## src/rtl/write_enable_decoder.sv

```systemverilog
// Registered one-hot write-enable decoder for the register-file write port.
// Optional macro WE_DEC_ZERO_PROTECT_EN: register 0 is read-only and never enabled.
module write_enable_decoder #(
    parameter int ADDR_W  = 5,
    parameter int NUM_OUT = 32
) (
    input  logic               clk,
    input  logic               rst,
    input  logic               We,
    input  logic [ADDR_W-1:0]  Awr,
    output logic [NUM_OUT-1:0] WEd,
    output logic               WEd_any,
    output logic [ADDR_W-1:0]  Awr_q,
    output logic               addr_err
);

    // One extra bit so NUM_OUT == 2**ADDR_W is representable.
    localparam logic [ADDR_W:0] LIMIT = (ADDR_W + 1)'(NUM_OUT);

    function automatic logic [NUM_OUT-1:0] onehot(input logic [ADDR_W-1:0] a,
                                                  input logic              en);
        logic [NUM_OUT-1:0] r;
        r = '0;
        for (int i = 0; i < NUM_OUT; i++) begin
            r[i] = en && (a == ADDR_W'(i));
        end
        return r;
    endfunction

    logic               in_range_p0;
    logic               hit_p0;
    logic               err_p0;
    logic [NUM_OUT-1:0] wed_p0;

    logic [NUM_OUT-1:0] wed_p1;
    logic               any_p1;
    logic [ADDR_W-1:0]  awr_p1;
    logic               err_p1;

    // Stage p0: combinational decode of the sampled request.
    always_comb begin
        in_range_p0 = ({1'b0, Awr} < LIMIT);
`ifdef WE_DEC_ZERO_PROTECT_EN
        hit_p0      = We && in_range_p0 && (Awr != '0);
`else
        hit_p0      = We && in_range_p0;
`endif
        err_p0      = We && !in_range_p0;
        wed_p0      = onehot(Awr, hit_p0);
    end

    // Stage p1: output registers, cleared asynchronously.
    always_ff @(posedge clk or posedge rst) begin
        if (rst) begin
            wed_p1 <= '0;
            any_p1 <= 1'b0;
            awr_p1 <= '0;
            err_p1 <= 1'b0;
        end else begin
            wed_p1 <= wed_p0;
            any_p1 <= hit_p0;
            awr_p1 <= Awr;
            err_p1 <= err_p0;
        end
    end

    assign WEd      = wed_p1;
    assign WEd_any  = any_p1;
    assign Awr_q    = awr_p1;
    assign addr_err = err_p1;

endmodule

```

## config.mk

```make
export PLATFORM = sky130hd
export DESIGN_NAME = write_enable_decoder
export DESIGN_NICKNAME = d
export VERILOG_FILES = /design/src/rtl/write_enable_decoder.sv
export SDC_FILE = /design/constraint.sdc
export NUM_CORES = 1
export LEC_CHECK = 0
export BUFFER_PORTS_ARGS = -buffer_cell sky130_fd_sc_hd__buf_2
export CAP_MARGIN = 20
export CORE_MARGIN = 1
export CORE_UTILIZATION = 45
export CTS_BUF_LIST = sky130_fd_sc_hd__clkbuf_8
export DETAILED_ROUTE_END_ITERATION = 10
export PLACE_DENSITY = 0.8
export SYNTH_ARGS = -nofsm -noshare
export SYNTH_HDL_FRONTEND = slang
export SYNTH_SLANG_ARGS = --single-unit
export TNS_END_PERCENT = 5
```

## constraint.sdc

```tcl
create_clock -name clk -period 1.4 [get_ports clk]
set_clock_uncertainty 0.05 [all_clocks]
set_input_delay 0.21 -clock clk [delete_from_list [all_inputs] [get_ports clk]]
set_output_delay 0.21 -clock clk [all_outputs]
set_load 0.02 [all_outputs]
```

==> impl_metrics.json, run 1 <==
{
  "area_growth_pct": 29.5,
  "synth_top_family_by_area": "simple AND/OR/NAND/NOR gates",
  "syn_nets": 96,
  "fp.dieW_microns": 53.6,
  "clockBufferDepth": 2,
  "finalSetupViolCount": 0,
  "initial_utilization": 0.478,
  "path_clk_slew_ns": 0.07,
  "end_kind": "output port",
  "cts_setup_buffers": 0,
  "nets": 146,
  "grt_max_degree": 39,
  "gr-total-overflow": 0,
  "ff_latch_area_sq_um": 951,
  "wirelength_microns": 2360,
  "synth.distinct_cells": 13,
  "crit_arrival_ns": 0.81,
  "power_w": 0.00198,
  "yosys.area_share.simple": 0.183,
  "cts_resized": 0,
  "finalSetupTns_ns": 0,
  "dr.pass1.iters": 4,
  "max_cap_viol_count": 0,
  "drv_slew": 0,
  "use_met1": 0.234,
  "syn-mean-instance-area_sq_um": 13.6,
  "ant_nets": 0,
  "leakage_nw": 0.877,
  "cp_top_family": "flip-flops",
  "fill_cells": 191,
  "cts_tree": "done",
  "start_kind": "register",
  "grt_pass1_wl_microns": 3550,
  "cts_htree_levels": 2,
  "slowest_delay_ns": 0.38,
  "powerDensity_nw_per_um2": 1280,
  "crit_chain": "buf_2",
  "hpwl_microns": 1640,
  "ys_seq_area_frac": 0.795,
  "cp_slowest_cell": "dfrtp_1",
  "synthMuxAreaShare": 0,
  "dr.first_iter.drc_count": 7,
  "synth_adder_area_share": 0,
  "die_area_sq_um": 2870,
  "multiInputGateArea_sq_um": 223,
  "synthXorXnorAreaFrac": 0,
  "required_ns": 1.14,
  "worst-path-buf-inv": 1,
  "syn_inst": 88,
  "final_common_cell": "buf_2",
  "drive_gt1_frac": 0.388,
  "grt.total_usage": 0.191,
  "vdd_ir_drop_max_mv": 0.853,
  "rows": 18,
  "synth-compound-area-share": 0,
  "grt_most_used_layer": "met2",
  "ys_warn_count": 0,
  "finalHoldViolCount": 0,
  "layout_common_cells": "buf_2 (45), dfrtp_1 (38), nor2_1 (32), clkbuf_8 (6)",
  "io_pins": 47,
  "drc": 0,
  "cts_root_buf": "clkbuf_8",
  "vias": 786,
  "synth_seq_cells": 38,
  "hold_path.class": "input pin to register",
  "antenna_found_initial": 0,
  "cts_hold_buf": 1,
  "fmax_ghz": 0.932,
  "crit_type": "register to output port",
  "grt_use_met3": 0.0706,
  "port_buffers": 45,
  "coreArea_sq_um": 2500,
  "fin_crit_sh": 0.766,
  "grt_pass1_vias": 715,
  "netlist_area_sq_um": 1200,
  "globalplace.congestion": 0.767,
  "vias_per_cell": 4.65,
  "numCtsBuffers": 5,
  "wl_per_cell_microns": 14.0,
  "diodes": 0,
  "die_y_microns": 53.6,
  "post-route-min-period_ns": 1.07,
  "status": "finished, final reports clean",
  "critPathMaxFanout": 1,
  "clock-sinks": 38,
  "rsz0062_at_grt": "no",
  "grt_use_met2": 0.279
}
[report_power, final]
| group | switching [W] | internal (W) | leakage, nW |
|---|---|---|---|
| sequential | 0.00000436 | 0.00111 | 0.515 |
| clock | 0.000345 | 0.000389 | 0.0524 |
| combinational | 0.0000928 | 0.0000346 | 0.309 |
[registers in the layout, indices dropped and copies added (netlist names)]
signal	count
WEd_any	1
WEd	32
Awr_q	5
[through the flow]
step	instances	util	worst slack [ns]	area, sq um	hold slack [ns]
5_1_grt	169	0.620	0.299	1550	0.0182
3_5_place_dp	160	0.579	0.150	1450	0.286
2_1_floorplan	88	-	0.279	1200	0.191
3_3_place_gp	160	0.579	0.231	1450	0.269
6_report	169	0.620	0.327	1550	0.0262
4_1_cts	169	0.620	0.317	1550	0.0188
[area by class of cell]
class                   count  share of cell area
repair buffers             47               0.157
multi-input cells          45               0.144
well taps                  30              0.0242
clock inverters             2             0.00565
clock buffers               6              0.0533
flip-flops and latches     38               0.614
inverters                   1             0.00242
[worst paths after layout]
kind | start | endpoint | slack, ns | cells after the start
max | WEd[1]$_DFF_PP0_ | WEd[1] | 0.33 | 1
max in group asynchronous | rst | WEd[29]$_DFF_PP0_ | 0.45 | 4
min | Awr[0] | Awr_q[0]$_DFF_PP0_ | 0.03 | 1
min in group asynchronous | rst | WEd[12]$_DFF_PP0_ | 0.52 | 4
[synth_stat cells]
library cell,n,share of area
buf_4,1,0.0063
nand4_1,1,0.0052
nand4b_1,3,0.022
nor2_1,32,0.10
nand2_1,1,0.0031
inv_1,1,0.0031
conb_1,1,0.0031
nand2b_1,2,0.010
dfrtp_1,38,0.79
nand4bb_1,3,0.028
or4b_1,1,0.0084
or2_2,1,0.0052
clkbuf_1,3,0.0094
[cell families after synthesis]
family,Yosys count
buffers and inverters,5
AND/OR/NAND/NOR,44
other,1
flip-flops,38
[layer usage]
layer | up-vias | wire length (microns)
li1 | 376 | -
met3 | 4 | 176
met5 | - | 0
met1 | 371 | 983
met2 | 35 | 1140
met4 | 0 | 57
Note: power is estimated with default switching activity, not from simulation.
==> run 2: changes to the inputs <==
--- a/config.mk
+++ b/config.mk
@@ -5,13 +5,14 @@
 export SDC_FILE = /design/constraint.sdc
 export NUM_CORES = 1
 export LEC_CHECK = 0
+export ABC_AREA = 1
 export BUFFER_PORTS_ARGS = -buffer_cell sky130_fd_sc_hd__buf_2
 export CAP_MARGIN = 20
 export CORE_MARGIN = 1
-export CORE_UTILIZATION = 45
+export CORE_UTILIZATION = 44
 export CTS_BUF_LIST = sky130_fd_sc_hd__clkbuf_8
 export DETAILED_ROUTE_END_ITERATION = 10
-export PLACE_DENSITY = 0.8
+export PLACE_DENSITY = 0.81
 export SYNTH_ARGS = -nofsm -noshare
 export SYNTH_HDL_FRONTEND = slang
 export SYNTH_SLANG_ARGS = --single-unit
==> constraint.sdc (replaced) <==
create_clock -name clk -period 0.97 [get_ports clk]
set_clock_uncertainty 0.05 [all_clocks]
set_input_delay 0.1455 -clock clk [delete_from_list [all_inputs] [get_ports clk]]
set_output_delay 0.1455 -clock clk [all_outputs]
set_load 0.02 [all_outputs]
==> impl_metrics.json, run 2 <==
{
  "violations": "negative setup slack",
  "finalSetupViolCount": 38,
  "ant_nets": 0,
  "numCtsBuffers": 5,
  "multiInputGateArea_sq_um": 231,
  "yosysTopAreaCell": "dfrtp_1",
  "worst-path-buf-inv": 1,
  "ys_seq_area_frac": 0.772,
  "status": "complete, but fails checks",
  "synth_edf_count": 0,
  "fmax_ghz": 0.976,
  "die_y_microns": 54.9,
  "netlist_area_sq_um": 1230,
  "coreArea_sq_um": 2570,
  "netlist_top_cells_count": "dfrtp_1 (38), nor2_1 (34), nand2_1 (20)",
  "max_cap_viol_count": 0,
  "fp.dieW_microns": 54.9,
  "globalplace.congestion": 0.735,
  "fin_crit_sh": 1.06,
  "cp_top_family": "flip-flops",
  "critPathMaxFanout": 1,
  "yosysTopAreaCellShare": 0.772,
  "dr.first_iter.drc_count": 13,
  "powerDensity_nw_per_um2": 1910,
  "grt.total_usage": 0.205,
  "wl_per_cell_microns": 13.3,
  "path_clk_slew_ns": 0.07,
  "grt_pass1_vias": 822,
  "vias": 899,
  "cts_root_buf": "clkbuf_8",
  "cts_htree_levels": 2,
  "fill_cells": 182,
  "area_growth_pct": 48.7,
  "ys_warn_count": 0,
  "drive_gt1_frac": 0.363,
  "post-route-min-period_ns": 1.02,
  "cp_slowest_cell": "dfrtp_1",
  "cts_tree": "done",
  "syn_nets": 116,
  "hpwl_microns": 1760,
  "synth_seq_cells": 38,
  "ys.flop_type": "dfrtp_1",
  "antenna_found_initial": 0,
  "end_kind": "output port",
  "synthTopCellsByArea": "dfrtp_1 (77%), nor2_1 (10%), nand2_1 (6.1%)",
  "crit_arrival_ns": 0.83,
  "grt_max_degree": 39,
  "finalHoldViolCount": 0,
  "synth_most_common_cell": "dfrtp_1",
  "power_w": 0.00351,
  "nets": 175,
  "crit_chain": "buf_2",
  "clockBufferDepth": 2,
  "gr-total-overflow": 0,
  "die_area_sq_um": 3020,
  "start_kind": "register",
  "crit_type": "register to output port",
  "clock-sinks": 38,
  "slowest_delay_ns": 0.38,
  "final_common_cell": "dfrtp_1",
  "largest_reg_flops": 32,
  "diodes": 0,
  "io_pins": 47,
  "rows": 18,
  "vdd_ir_drop_max_mv": 2.32,
  "required_ns": 0.77,
  "fin_cells": 198,
  "leakage_nw": 0.999,
  "layout_setup_ws_ns": -0.0544,
  "cts_setup_buffers": 0,
  "async_flop_share": 1.00,
  "initial_utilization": 0.480,
  "dp_worst_setup_slack_ns": 0.0554,
  "hold_path.class": "input pin to register",
  "syn_inst": 108,
  "drv_slew": 0,
  "ff_latch_area_sq_um": 951,
  "synth.distinct_cells": 8,
  "placed_cells": 183,
  "syn-mean-instance-area_sq_um": 11.4,
  "dr.pass1.iters": 4,
  "layout_common_cells": "dfrtp_1 (38), nor2_1 (34), buf_2 (30), nand2_1 (20), buf_6 (15)",
  "vias_per_cell": 4.54,
  "wirelength_microns": 2630,
  "drc": 0,
  "grt_pass1_wl_microns": 3920,
  "rsz0062_at_grt": "yes",
  "worst_hold_slack_ns": 0.135,
  "port_buffers": 45
}
run 2: routing by layer:
| layer | track usage | wire length, microns | vias to the layer above |
|---|---|---|---|
| met3 | 0.0765 | 149 | 7 |
| met5 | 0 | 0 | - |
| met2 | 0.319 | 1300 | 31 |
| met4 | 0.125 | 82 | 0 |
| li1 | - | - | 432 |
| met1 | 0.240 | 1100 | 429 |
run 2: kinds of logic after synthesis:
| group | after synthesis | synth area share |
|---|---|---|
| buf+inv | 11 | 0.0406 |
| flops | 38 | 0.772 |
| other cells | 1 | 0.00304 |
| simple gates | 58 | 0.185 |
run 2: timing repair:
item,4_1_cts,5_1_grt
hold buffers,7,0
hold endpoints to repair,44,0
resized for setup,6,24
pin swaps,0,0
endpoints found under the setup margin,38,38
run 2: cell type report:
class,instances,area share
multi-input cells,59,0.126
repair buffers,55,0.238
clock inverters,2,0.0328
flip-flops and latches,38,0.519
clock buffers,6,0.0451
well taps,30,0.0205
inverters,8,0.0184
run 2: stage by stage:
| step | utilization | TNS, ns | area [sq um] |
|---|---|---|---|
| finish | 0.714 | -1.28 | 1830 |
| global route | 0.714 | -2.23 | 1830 |
| CTS | 0.685 | -1.68 | 1760 |
| detailed placement | 0.595 | 0 | 1530 |
| global placement | 0.595 | 0 | 1530 |
| floorplan | - | 0 | 1240 |
run 2: final timing paths:
| kind | startpoint | to | slack, ns | cells after the start |
|---|---|---|---|---|
| min in group asynchronous | rst | WEd[5]$_DFF_PP0_ | 0.38 | 4 |
| hold / removal | Awr[2] | WEd[11]$_DFF_PP0_ | 0.13 | 4 |
| setup / recovery | WEd[17]$_DFF_PP0_ | WEd[17] | -0.05 | 1 |
| max in group asynchronous | rst | WEd[8]$_DFF_PP0_ | 0.30 | 4 |
run 2: report_power, final:
part	switching, W	total (W)	internal [W]	leakage [nW]
clock	0.000546	0.00164	0.00110	0.0714
sequential	0.00000954	0.00162	0.00161	0.515
combinational	0.000155	0.000248	0.0000923	0.413
total	0.000711	0.00351	0.00280	0.999
